**config.mk**
```make
export PLATFORM = sky130hd
export DESIGN_NAME = mem_access_sequencer_flat
export DESIGN_NICKNAME = d
export VERILOG_FILES = /design/src/rtl/mem_access_sequencer_pkg.sv /design/src/rtl/mem_access_sequencer_if.sv /design/src/rtl/mem_access_sequencer.sv /design/src/flat_wrapper.sv
export SDC_FILE = /design/constraint.sdc
export NUM_CORES = 1
export LEC_CHECK = 0
export BUFFER_PORTS_ARGS = -buffer_cell sky130_fd_sc_hd__buf_2
export CAP_MARGIN = 20
export CORE_ASPECT_RATIO = 0.9
export CORE_MARGIN = 2
export CORE_UTILIZATION = 45
export CTS_CLUSTER_SIZE = 16
export DETAILED_ROUTE_END_ITERATION = 7
export PLACE_DENSITY = 0.72
export SETUP_SLACK_MARGIN = 0.4
export SLEW_MARGIN = 20
export SYNTH_ARGS = -nofsm -noshare
export SYNTH_HDL_FRONTEND = slang
export SYNTH_SLANG_ARGS = --single-unit
```
**constraint.sdc**
```tcl
create_clock -name clock -period 2.6 [get_ports clock]
set_input_delay 0.13 -clock clock [delete_from_list [all_inputs] [get_ports clock]]
set_output_delay 0.13 -clock clock [all_outputs]
set_load 0.05 [all_outputs]
```
**src/rtl/mem_access_sequencer_pkg.sv**
```systemverilog
// Shared definitions for the memory-access control sequencer: opcode
// constants, the control-step state enum and an opcode legality helper.
package mem_seq_pkg;

  localparam logic [1:0] MEM_LD  = 2'b00;
  localparam logic [1:0] MEM_LDI = 2'b01;
  localparam logic [1:0] MEM_ST  = 2'b10;

  typedef enum logic [3:0] {
    IDLE   = 4'd0,
    ADDR_Y = 4'd1,
    ADDR_Z = 4'd2,
    ADDR_M = 4'd3,
    LD_RD  = 4'd4,
    LD_WB  = 4'd5,
    ST_MDR = 4'd6,
    ST_WR  = 4'd7,
    FINISH = 4'd8,
    FAULT  = 4'd9
  } seq_state_e;

  // 2'b11 is unassigned; a start carrying it is dropped.
  function automatic logic op_legal(input logic [1:0] op);
    return op != 2'b11;
  endfunction

endpackage

```
**src/rtl/mem_access_sequencer_if.sv**
```systemverilog
// Control-unit <-> sequencer bundle: start/opcode/mem_ready in, datapath
// control strobes and status out. The sequencer uses the slave side.
interface mem_access_sequencer_if;
  logic       start;
  logic [1:0] opcode;
  logic       mem_ready;
  logic       Grb, BAout, Yin, Cout, alu_add, Zin, Zlowout, MARin;
  logic       Read, Write, MDRin, MDRout, Gra, Rin, Rout;
  logic       busy, done, error;

  modport master (
    output start, opcode, mem_ready,
    input  Grb, BAout, Yin, Cout, alu_add, Zin, Zlowout, MARin,
    input  Read, Write, MDRin, MDRout, Gra, Rin, Rout, busy, done, error
  );

  modport slave (
    input  start, opcode, mem_ready,
    output Grb, BAout, Yin, Cout, alu_add, Zin, Zlowout, MARin,
    output Read, Write, MDRin, MDRout, Gra, Rin, Rout, busy, done, error
  );
endinterface

```
**src/rtl/mem_access_sequencer.sv**
```systemverilog
// Control-step sequencer for ld/ldi/st. Walks address calculation
// (Rb|0 + C), MAR load and the memory phase; all strobes are Moore outputs
// decoded from the state register, so an async clear drops them at once.
module mem_access_sequencer
  import mem_seq_pkg::*;
#(
  parameter int TIMEOUT_CYCLES = 16
) (
  input  logic                  clock,
  input  logic                  clear,
  mem_access_sequencer_if.slave bus
);

  localparam int              CW       = (TIMEOUT_CYCLES > 1) ? $clog2(TIMEOUT_CYCLES) : 1;
  localparam logic [CW-1:0]   CNT_LAST = CW'(TIMEOUT_CYCLES - 1);

  seq_state_e    state, state_nxt;
  logic [1:0]    op;
  logic [CW-1:0] count;
  logic          in_wait, expired;

  assign in_wait = (state == LD_RD) || (state == ST_WR);
  assign expired = (count == CNT_LAST);

  // State register and opcode capture on an accepted start.
  always_ff @(posedge clock or negedge clear) begin
    if (!clear) begin
      state <= IDLE;
      op    <= MEM_LD;
    end else begin
      state <= state_nxt;
      if (state == IDLE && bus.start && op_legal(bus.opcode))
        op <= bus.opcode;
    end
  end

  // Wait counter: zeroed on entry to a memory wait state, saturates at the last count.
  always_ff @(posedge clock or negedge clear) begin
    if (!clear)
      count <= '0;
    else if ((state_nxt == LD_RD || state_nxt == ST_WR) && state_nxt != state)
      count <= '0;
    else if (in_wait && !expired)
      count <= count + 1'b1;
  end

  // Next-state and Moore strobe decode; one bus driver per state.
  always_comb begin
    state_nxt   = state;
    bus.Grb     = 1'b0;
    bus.BAout   = 1'b0;
    bus.Yin     = 1'b0;
    bus.Cout    = 1'b0;
    bus.alu_add = 1'b0;
    bus.Zin     = 1'b0;
    bus.Zlowout = 1'b0;
    bus.MARin   = 1'b0;
    bus.Read    = 1'b0;
    bus.Write   = 1'b0;
    bus.MDRin   = 1'b0;
    bus.MDRout  = 1'b0;
    bus.Gra     = 1'b0;
    bus.Rin     = 1'b0;
    bus.Rout    = 1'b0;
    bus.done    = 1'b0;
    bus.error   = 1'b0;
    bus.busy    = (state != IDLE);
    case (state)
      IDLE: if (bus.start && op_legal(bus.opcode)) state_nxt = ADDR_Y;
      ADDR_Y: begin
        bus.Grb = 1'b1; bus.BAout = 1'b1; bus.Yin = 1'b1;
        state_nxt = ADDR_Z;
      end
      ADDR_Z: begin
        bus.Cout = 1'b1; bus.alu_add = 1'b1; bus.Zin = 1'b1;
        state_nxt = ADDR_M;
      end
      ADDR_M: begin
        bus.Zlowout = 1'b1;
        if (op == MEM_LDI) begin
          bus.Gra = 1'b1; bus.Rin = 1'b1;
          state_nxt = FINISH;
        end else begin
          bus.MARin = 1'b1;
          state_nxt = (op == MEM_ST) ? ST_MDR : LD_RD;
        end
      end
      LD_RD: begin
        bus.Read = 1'b1; bus.MDRin = 1'b1;
        // A ready arriving on the expiry cycle still counts as success.
        if (bus.mem_ready)  state_nxt = LD_WB;
        else if (expired)   state_nxt = FAULT;
      end
      LD_WB: begin
        bus.MDRout = 1'b1; bus.Gra = 1'b1; bus.Rin = 1'b1;
        state_nxt = FINISH;
      end
      ST_MDR: begin
        bus.Gra = 1'b1; bus.Rout = 1'b1; bus.MDRin = 1'b1;
        state_nxt = ST_WR;
      end
      ST_WR: begin
        bus.Write = 1'b1;
        if (bus.mem_ready)  state_nxt = FINISH;
        else if (expired)   state_nxt = FAULT;
      end
      FINISH: begin
        bus.done = 1'b1;
        state_nxt = IDLE;
      end
      FAULT: begin
        bus.error = 1'b1;
        state_nxt = IDLE;
      end
      default: state_nxt = IDLE;
    endcase
  end

endmodule

```
**src/flat_wrapper.sv**
```systemverilog
// flat-port wrapper written by rule: the top's interface ports become plain ports
module mem_access_sequencer_flat import mem_seq_pkg::*;
#(
  parameter int TIMEOUT_CYCLES = 16
)
  (clock, clear, bus_start, bus_opcode, bus_mem_ready, bus_Grb, bus_BAout, bus_Yin, bus_Cout, bus_alu_add, bus_Zin, bus_Zlowout, bus_MARin, bus_Read, bus_Write, bus_MDRin, bus_MDRout, bus_Gra, bus_Rin, bus_Rout, bus_busy, bus_done, bus_error);
  mem_access_sequencer_if bus_i ();
  input  logic clock;
  input  logic clear;
  input wire logic [$bits(bus_i.start)-1:0] bus_start;
  input wire logic [$bits(bus_i.opcode)-1:0] bus_opcode;
  input wire logic [$bits(bus_i.mem_ready)-1:0] bus_mem_ready;
  output wire logic [$bits(bus_i.Grb)-1:0] bus_Grb;
  output wire logic [$bits(bus_i.BAout)-1:0] bus_BAout;
  output wire logic [$bits(bus_i.Yin)-1:0] bus_Yin;
  output wire logic [$bits(bus_i.Cout)-1:0] bus_Cout;
  output wire logic [$bits(bus_i.alu_add)-1:0] bus_alu_add;
  output wire logic [$bits(bus_i.Zin)-1:0] bus_Zin;
  output wire logic [$bits(bus_i.Zlowout)-1:0] bus_Zlowout;
  output wire logic [$bits(bus_i.MARin)-1:0] bus_MARin;
  output wire logic [$bits(bus_i.Read)-1:0] bus_Read;
  output wire logic [$bits(bus_i.Write)-1:0] bus_Write;
  output wire logic [$bits(bus_i.MDRin)-1:0] bus_MDRin;
  output wire logic [$bits(bus_i.MDRout)-1:0] bus_MDRout;
  output wire logic [$bits(bus_i.Gra)-1:0] bus_Gra;
  output wire logic [$bits(bus_i.Rin)-1:0] bus_Rin;
  output wire logic [$bits(bus_i.Rout)-1:0] bus_Rout;
  output wire logic [$bits(bus_i.busy)-1:0] bus_busy;
  output wire logic [$bits(bus_i.done)-1:0] bus_done;
  output wire logic [$bits(bus_i.error)-1:0] bus_error;
  assign bus_i.start = bus_start;
  assign bus_i.opcode = bus_opcode;
  assign bus_i.mem_ready = bus_mem_ready;
  assign bus_Grb = bus_i.Grb;
  assign bus_BAout = bus_i.BAout;
  assign bus_Yin = bus_i.Yin;
  assign bus_Cout = bus_i.Cout;
  assign bus_alu_add = bus_i.alu_add;
  assign bus_Zin = bus_i.Zin;
  assign bus_Zlowout = bus_i.Zlowout;
  assign bus_MARin = bus_i.MARin;
  assign bus_Read = bus_i.Read;
  assign bus_Write = bus_i.Write;
  assign bus_MDRin = bus_i.MDRin;
  assign bus_MDRout = bus_i.MDRout;
  assign bus_Gra = bus_i.Gra;
  assign bus_Rin = bus_i.Rin;
  assign bus_Rout = bus_i.Rout;
  assign bus_busy = bus_i.busy;
  assign bus_done = bus_i.done;
  assign bus_error = bus_i.error;
  mem_access_sequencer #(.TIMEOUT_CYCLES(TIMEOUT_CYCLES)) u_core (.clock(clock), .clear(clear), .bus(bus_i));
endmodule
```
; Word level (Yosys, flattened, before mapping)
; Index checks and enable logic that the tools add are counted.
[op_classes]
addsub = 1
n_eq_ne = 16
muxes = 24
n_reduce_logical = 13
[op_table]
columns = cell, count
row1 = $pmux W4 S8, 1
row2 = $mux W4, 7
row3 = $eq A4 B3 Y1 const B, 6
row4 = $mux W1, 13
row5 = $eq A4 B4 Y1 const B, 3
row6 = $eq A4 B2 Y1 const B, 2
row7 = $logic_and A1 B1 Y1, 5
row8 = $add A4 B1 Y4 const B, 1
row9 = $eq A4 B1 Y1 const B, 1
row10 = $logic_not A4 Y1, 1
row11 = $ne A4 B4 Y1, 1
row12 = $pmux W1 S2, 2
row13 = $reduce_bool A4 Y1, 1
row14 = $reduce_or A2 Y1, 2
row15 = $eq A2 B1 Y1 const B, 1
row16 = $eq A2 B2 Y1 const B, 1
row17 = $logic_or A1 B1 Y1, 2
row18 = $mux W2, 1
row19 = $ne A2 B2 Y1 const B, 1
row20 = $reduce_bool A2 Y1, 1
row21 = $logic_not A1 Y1, 1
[totals]
reg_bits = 10
out_inout_bits = 18

; Logic depth before layout (Yosys ltp)
; Gate-level depths: netlist of the first run.
[depth]
word_depth = 8
mapped_depth = 6
ltp_nobuf = 5

; Worst setup path after synthesis of the first run
; OpenSTA, ideal clock, no wires.
[synth_path]
path_type = reg-to-output
startpoint = register u_core.state[1]
endpoint = output bus_Zin
t_arrival_ns = 2.223
t_required_ns = 2.470
path_slack_ns = 0.247
path_stages_with_launch = 6
path_buffers = 3
path_cell_list = dfrtp_1 -> buf_4 -> nand2b_1 -> buf_2 -> nor3_1 -> buf_4
[synth_via]
elab_chain_cells = 2
[synth_lines]
columns = element, line_no
row1 = "start, declared", mem_access_sequencer.sv:17  ; seq_state_e state, state_nxt;
row2 = "start signal, assigned", mem_access_sequencer.sv:31  ; state <= state_nxt;
row3 = $eq A4 B2 Y1, -
row4 = $mux W1, -
row5 = "end, declared", flat_wrapper.sv:18  ; output wire logic [$bits(bus_i.Zin)-1:0] bus_Zin;
; Every way passes these cells.

; Worst setup path after layout of the first run
[layout_path]
startpoint = register u_core.state[2]
endpoint = output bus_Gra
[layout_via]
elab_chain_cells = 3
elab_cells_between_ends = 5
cone_classes = 3 x eq/ne / 1 x mux / 1 x reduce/logical
[layout_lines]
columns = element, line_no
row1 = $eq A4 B3 Y1, mem_access_sequencer.sv:68  ; case (state)
row2 = $reduce_or A2 Y1 (no line), -
row3 = $pmux W1 S2 *, mem_access_sequencer.sv:68
row4 = "end, declared", flat_wrapper.sv:25  ; output wire logic [$bits(bus_i.Gra)-1:0] bus_Gra;
; Every way passes the cells marked *; elsewhere a longest branch is shown, timed or not.

==> out/qor.log, run 1 <==
qor: synth.share_of_yosys_cell_area_claimed_by_the_top_area_cell_type 0.327
qor: floorplanning.chipWidth 47.5 um
qor: synth.netlist_top_cells_area sky130_fd_sc_hd__dfrtp_1 (33%), sky130_fd_sc_hd__buf_4 (4.9%), sky130_fd_sc_hd__nor2_1 (4.9%)
qor: timing.finalCriticalPeriod 2.05 ns
qor: cts.cts_buffers 3
qor: worst_setup_path.setup.worst_path.end_class primary output
qor: timing.timing.hold.ws 0.136 ns
qor: placed_design.detailedPlacementHpwl 1210 um
qor: timing.final_number_of_setup_violating_endpoints 0
qor: worst_setup_path.crit_path_max_incr_delay 0.52 ns
qor: placed_design.cells_after_dpl 125
qor: grt.grt_max_degree 12
qor: timing.skew_final 0.00560 ns
qor: synth.synth_top_cell_by_area sky130_fd_sc_hd__dfrtp_1
qor: timing.fin_tns_setup 0 ns
qor: drt.route.detailed.drc 0
qor: cts.cts_setup_buffers 0
qor: worst_setup_path.r2r.worst_path.cells 4
qor: worst_setup_path.reg2reg_setup_slack 0.98 ns
qor: timing.timing_worst_slew_pin_value 0.536 ns
qor: drt.drtAntennaViolNets 0
qor: grt.grt_pass1_wl 2570 um
qor: drt.via_per_inst 5.56
qor: placed_design.io_buffer_count 23
qor: layout.num_antenna_cells 0
qor: synth.syn-cell-area 766 um2
qor: synth.synth_async_sr_flop_share 1.00
qor: worst_setup_path.cp_data_required_time 2.47 ns
qor: synth.edff_count_synth 0
qor: synth.syn-instance-count 87
qor: layout.layout_common_cells sky130_fd_sc_hd__buf_2 (23), sky130_fd_sc_hd__nor2_1 (10), sky130_fd_sc_hd__dfrtp_1 (9)
qor: worst_hold_path.hold_path.class input port to flop
qor: layout.final_layout_size_suffix_gt1_frac 0.371
qor: worst_setup_path.r2r_end u_core.count[2]
qor: timing.post_layout_worst_setup_margin 0.552 ns
qor: grt.first_global_vias 566
qor: floorplanning.core_region_area 1630 um2
qor: worst_setup_path.crit_slowest_cell sky130_fd_sc_hd__dfrtp_1
qor: drt.route.detailed.wl_per_inst 12.4 um
qor: cts.cts.clk_slew.worst_paths 0.06 ns
qor: worst_setup_path.timing.critical_path.fanout_max 11
qor: cts.clock_root_cell sky130_fd_sc_hd__clkbuf_4
qor: layout.area_growth_syn_to_layout 15.5%
qor: worst_setup_path.r2r-start u_core.state[0]
qor: placed_design.gp_congestion 0.802
qor: worst_hold_path.hold_path.startpoint bus_mem_ready
qor: cts.worst_skew_pair.late_latency 0.26 ns
qor: synth.seq_area_frac_synth 0.327
qor: drt.initialDrtViolationCount 16
qor: timing.max-slew-margin-rel 0.643
qor: drt.router_iterations_before_antenna_repair 4
qor: floorplanning.floorplan.die_area 2050 um2
qor: timing.final-hold-violation-count 0
qor: layout.finish.cell_count_without_fillers 129
qor: status.outcome finished, final reports clean
qor: timing.period_share 0.788
qor: worst_setup_path.critPathKind flop to primary output
qor: synth.dominantRegCellSynth sky130_fd_sc_hd__dfrtp_1
qor: worst_setup_path.start_kind flop
qor: cts.clk_path_buf_depth 2
qor: placed_design.pre_cts_slack 0.825 ns
qor: synth.yosys_warnings 0
qor: grt.initial_antenna_violation_count 0
qor: layout.nets 114
qor: cts.cts.sink_count 10
qor: timing.highest_achievable_clock_rate 488 MHz
qor: synth.mappedNetlistNets 94
qor: floorplanning.ios 24
qor: worst_setup_path.critical_path.cell_chain nor4bb_1, a21oi_1, or3_1, o21ai_0, buf_2
qor: timing.grt_setup_unrepaired false
qor: worst_setup_path.crit_arrival 1.92 ns
qor: floorplanning.num_rows 14
qor: floorplanning.die_y 43.1 um
qor: grt.grt.overflow.total 0
qor: drt.detailroute.via_count 717
qor: synth.synth.ff_latch_count 10
qor: cts.tritoncts done
qor: layout.commonest_non_fill_non_tap_cell_in_the_layout sky130_fd_sc_hd__buf_2
qor: timing.slew_viols_final 0
qor: synth.synthesis.area_per_instance 8.80 um2
qor: drt.drt_wl_total 1600 um
qor: floorplanning.start_util 0.470
qor: cts.h_tree_levels 1
qor: grt.global_route.usage.total 0.177
qor: worst_hold_path.min_delay_worst_endpoint u_core.state[1]
qor: run.max_cap_viol_count 0
qor: worst_hold_path.min_delay_path_depth 2
qor: synth.yosysUniqueCellTypes 36
worst max path at each step:
stage | from | end | cells after the start | slack (ns)
after floorplan | u_core.state[0] | bus_Gra | 3 | 0.65
after global placement | u_core.state[1] | bus_Gra | 5 | 0.88
after detailed placement | u_core.state[1] | bus_Gra | 5 | 0.83
after CTS | u_core.state[1] | bus_Gra | 5 | 0.53
after global routing | u_core.state[2] | bus_Gra | 5 | 0.43
final | u_core.state[2] | bus_Gra | 5 | 0.55
area by class of cell:
class	instances	area (um2)
flip-flops and latches	10	251
repair buffers	24	125
clock buffers	3	22.5
multi-input cells	63	437
inverters	5	18.8
well taps	24	30.0
fillers	162	744
repair_timing:
item | 4_1_cts | 5_1_grt
endpoints found under the setup margin | 0 | 1
hold buffers | 1 | 0
gates resized for setup | 0 | 1
hold endpoints to repair | 10 | 0
synthesized netlist by cell type, types with 3 or more instances:
library cell	count
sky130_fd_sc_hd__dfrtp_1	10
sky130_fd_sc_hd__nor2_1	10
sky130_fd_sc_hd__nor3_1	6
sky130_fd_sc_hd__buf_4	5
sky130_fd_sc_hd__inv_1	5
sky130_fd_sc_hd__nand2_1	5
sky130_fd_sc_hd__o21ai_0	4
sky130_fd_sc_hd__nand3_1	3
metrics by stage:
stage	cell area, um2	util
2_1_floorplan	776	-
3_3_place_gp	851	0.522
3_5_place_dp	851	0.522
4_1_cts	883	0.542
5_1_grt	885	0.543
6_report	885	0.543
flip-flops by register name, summed over array words and instances, names as in the netlist:
| name | count |
|---|---|
| u_core.state | 4 |
| u_core.count | 4 |
| u_core.op | 2 |
routing by layer:
layer,vias to the layer above,routed length [um],share of wire,track usage
li1,344,-,-,-
met1,341,774,0.48,0.273
met2,30,731,0.46,0.246
met3,2,79,0.049,0.0383
met4,0,13,0.0081,0.0500
met5,-,0,0,0
cell families after synthesis:
logic type	after synthesis	share of synthesized area
buffers and inverters	14	0.116
xor gates and xnor gates	2	0.0474
and+or+nand+nor	39	0.294
muxes	2	0.0261
adders and majority gates	1	0.0163
DFF	10	0.327
AOI/OAI and AO/OA	19	0.173
critical path, delay by kind of cell, from the launching register on:
kind | cells | cell delay (ns)
and+or+nand+nor | 2 | 0.70
buffers and inverters | 1 | 0.28
AOI/OAI and AO/OA | 2 | 0.14
DFF | 1 | 0.52
Power of run 1 is not shown: default switching activity piles up to over one toggle a cycle in this logic, so the estimate is an artifact.
==> run 2: changes to the inputs <==
ABC_AREA = 1   (was unset)
clock period = 2.1 ns   (was 2.6 ns; I/O delays follow)
==> out/qor.log, run 2 <==
qor: floorplanning.num_rows 14 [unchanged]
qor: drt.router_iterations_before_antenna_repair 4 [unchanged]
qor: layout.commonest_non_fill_non_tap_cell_in_the_layout sky130_fd_sc_hd__nand2_1
qor: timing.highest_achievable_clock_rate 624 MHz
qor: worst_hold_path.hold_path.startpoint bus_opcode[1]
qor: synth.mappedNetlistNets 128 [+36%]
qor: grt.grt_pass1_wl 2720 um [+5.9%]
qor: synth.edff_count_synth 0 [unchanged]
qor: worst_setup_path.start_kind flop
qor: synth.yosysUniqueCellTypes 19 [-47%]
qor: synth.dominant_combinational_cell_family_by_area_after_synthesis simple AND/OR/NAND/NOR gates
qor: power_and_ir_drop.static-leakage-power 0.000623 uW
qor: worst_setup_path.critPathKind flop to primary output
qor: floorplanning.ios 24 [unchanged]
qor: synth.synthesis.area_per_instance 6.41 um2 [-27%]
qor: layout.seqCellArea 253 um2 [+0.50%]
qor: timing.post_layout_worst_setup_margin 0.499 ns [-0.0531 ns]
qor: placed_design.io_buffer_count 23 [unchanged]
qor: cts.clock_root_cell sky130_fd_sc_hd__clkbuf_4
qor: layout.layout_common_cells sky130_fd_sc_hd__nand2_1 (32), sky130_fd_sc_hd__inv_1 (25), sky130_fd_sc_hd__buf_2 (22)
qor: timing.finalCriticalPeriod 1.60 ns
qor: synth.post_synthesis_share_of_cell_area_spent_on_xor_and_xnor_gates 0.0113 [-0.0361]
qor: synth.share_of_yosys_cell_area_claimed_by_the_top_area_cell_type 0.323 [-0.00422]
qor: timing.final_number_of_setup_violating_endpoints 0 [unchanged]
qor: floorplanning.die_y 43.4 um [+0.59%]
qor: layout.n_fill_cell 161 [-0.62%]
qor: worst_hold_path.hold_path.class input port to flop
qor: drt.drt_wl_total 1700 um [+6.6%]
qor: synth.netlist_top_cells_area sky130_fd_sc_hd__dfrtp_1 (32%), sky130_fd_sc_hd__nand2_1 (17%), sky130_fd_sc_hd__inv_1 (13%)
qor: synth.syn-instance-count 121 [+39%]
qor: cts.cts.sink_count 10 [unchanged]
qor: drt.route.detailed.drc 0 [unchanged]
qor: timing.slew_viols_final 0 [unchanged]
qor: grt.first_global_vias 635 [+12%]
qor: placed_design.pre_cts_slack 0.522 ns [-0.303 ns]
qor: layout.final_layout_size_suffix_gt1_frac 0.374 [+0.00272]
qor: power_and_ir_drop.cell_pwr_density 1670 nW/um2
qor: run.max_cap_viol_count 0 [unchanged]
qor: timing.timing_worst_slew_pin_value 0.286 ns [-0.250 ns]
qor: floorplanning.floorplan.die_area 2070 um2 [+1.2%]
qor: synth.syn-cell-area 776 um2 [+1.3%]
qor: layout.num_antenna_cells 0 [unchanged]
qor: drt.route.detailed.wl_per_inst 9.96 um [-20%]
qor: timing.grt_setup_unrepaired false
qor: grt.grt.overflow.total 0 [unchanged]
qor: layout.layout_top_registers u_core.count: 4 flops, u_core.state: 4 flops, u_core.op: 2 flops
qor: worst_setup_path.crit_start u_core.state[2]
qor: cts.cts_buffers 3 [unchanged]
qor: synth.dominantRegCellSynth sky130_fd_sc_hd__dfrtp_1
qor: synth.synth_async_sr_flop_share 1.00 [unchanged]
qor: synth.synth-compound-area-share 0.0710 [-0.102]
qor: synth.synth.ff_latch_count 10 [unchanged]
qor: layout.multiInputGateArea 442 um2 [+1.1%]
qor: floorplanning.core_region_area 1650 um2 [+1.1%]
qor: placed_design.gp_congestion 0.802 [about the same]
qor: layout.area_growth_syn_to_layout 31.0%
qor: power_and_ir_drop.ir_worst_vdd 0.00113 V
qor: drt.detailroute.via_count 756 [+5.4%]
qor: layout.nets 155 [+36%]
qor: synth.synth_top_cell_by_area sky130_fd_sc_hd__dfrtp_1
qor: worst_setup_path.timing.critical_path.fanout_max 4 [-7]
qor: floorplanning.start_util 0.471 [+0.00108]
qor: cts.h_tree_levels 1 [unchanged]
qor: synth.yosys-mux-area-fraction 0 [-0.0261]
qor: timing.fin_tns_setup 0 ns [unchanged]
qor: worst_setup_path.r2r-start u_core.state[3]
qor: floorplanning.chipWidth 47.8 um [+0.60%]
qor: synth.yosys_warnings 0 [unchanged]
qor: status.outcome finished, final reports clean
qor: timing.skew_final 0.000689 ns [-0.00491 ns]
qor: timing.period_share 0.763
qor: grt.grt_max_degree 11 [-1]
qor: cts.clk_path_buf_depth 2 [unchanged]
qor: timing.max-slew-margin-rel 0.807 [+0.164]
qor: synth.most_repeated_cell_in_the_gate_level_netlist_after_synthesis sky130_fd_sc_hd__nand2_1
qor: placed_design.detailedPlacementHpwl 1380 um [+15%]
qor: synth.synth-adder-area-share 0.0161 [-0.000211]
qor: worst_setup_path.crit_arrival 1.50 ns [-0.42 ns]
qor: cts.worst_skew_pair.late_latency 0.27 ns [about the same]
qor: cts.tritoncts done
qor: grt.global_route.usage.total 0.187 [+0.00932]
qor: synth.synthTopCellsByCount sky130_fd_sc_hd__nand2_1 (35), sky130_fd_sc_hd__inv_1 (27), sky130_fd_sc_hd__nor2_1 (11)
qor: worst_setup_path.cp_data_required_time 2.00 ns [-0.47 ns]
qor: cts.cts.clk_slew.worst_paths 0.07 ns [about the same]
qor: synth.simple_gate_area_share_of_the_yosys_netlist 0.405 [+0.111]
qor: drt.via_per_inst 4.42 [-20%]
qor: timing.final-hold-violation-count 0 [unchanged]
qor: drt.drtAntennaViolNets 0 [unchanged]
qor: worst_setup_path.setup.worst_path.end_class primary output
qor: synth.seq_area_frac_synth 0.323 [-0.00422]
qor: grt.initial_antenna_violation_count 0 [unchanged]
qor: drt.initialDrtViolationCount 7 [-9]
run 2: cell count changes in the layout (fill, tap and decap cells not counted), sizes merged, moves of 3 or more:
cell	delta
nor2	+5
nand3	+7
nor2b	-3
nand2	+31
o21ai	+4
nor3	-4
nand2b	-3
inv	+22
a21oi	-3
run 2: final timing paths:
| path | cells after the start | end | slack (ns) |
|---|---|---|---|
| max in group asynchronous | 2 | u_core.state[1] | 1.66 |
| min in group asynchronous | 2 | u_core.count[2] | 0.22 |
| worst max-delay path | 6 | bus_MARin | 0.50 |
| worst min-delay path | 3 | u_core.op[1] | 0.07 |
| worst min register to register | 2 | u_core.op[1] | 0.62 |
| worst max register to register | 10 | u_core.count[2] | 0.57 |
run 2: layout make-up:
| class | count | share of cell area |
|---|---|---|
| Multi-Input combinational cell | 79 | 0.435 |
| Sequential cell | 10 | 0.249 |
| Timing Repair Buffer | 26 | 0.144 |
| Inverter | 28 | 0.107 |
| Clock buffer | 4 | 0.0357 |
| Tap cell | 24 | 0.0296 |
run 2: routing by layer:
metal / share of wire / up-vias / global-route usage
li1: - / 408 / -
met1: 0.48 / 327 / 0.251
met2: 0.46 / 19 / 0.288
met3: 0.050 / 2 / 0.0625
met4: 0.0065 / 0 / 0.0486
met5: 0 / - / 0
run 2: power by group:
part           switching, uW  leakage (uW)  internal (uW)  total, uW
logic                    873      0.000475            305       1180
clock network           68.8     0.0000210            105        174
registers               78.6      0.000128            269        348
run 2: stage by stage:
stage | hold WS [ns] | utilization | power [uW] | instances | instance area, um2
4_1_cts | 0.0686 | 0.603 | 1670 | 170 | 992
6_report | 0.0734 | 0.617 | 1700 | 171 | 1020
3_3_place_gp | -0.0214 | 0.562 | 1450 | 164 | 926
2_1_floorplan | -0.191 | - | 1300 | 121 | 811
3_5_place_dp | -0.0236 | 0.562 | 1460 | 164 | 926
5_1_grt | 0.102 | 0.617 | 1830 | 171 | 1020
run 2: kinds of logic after synthesis:
group,Yosys count
fa+ha+maj,1
compound gates,10
buf+inv,32
simple gates,67
flops,10
xor+xnor,1
run 2: what timing repair did:
action / 4_1_cts / 5_1_grt
hold buffers: 1 / 0
endpoints found under the hold margin: 10 / 0
endpoints found under the setup margin: 3 / 3
resized for setup: 4 / 6
setup buffers: 1 / 1
run 2: worst max-delay path, stage by stage (launching register included):
cell and delay, ns:
sky130_fd_sc_hd__dfrtp_2 0.43, sky130_fd_sc_hd__nor2_4 0.16, sky130_fd_sc_hd__nand2_2 0.09, sky130_fd_sc_hd__clkinvlp_4 0.08
sky130_fd_sc_hd__o21ai_0 0.12, sky130_fd_sc_hd__inv_1 0.08, sky130_fd_sc_hd__buf_2 0.25
No activity file was read; power rests on OpenSTA's default activity.
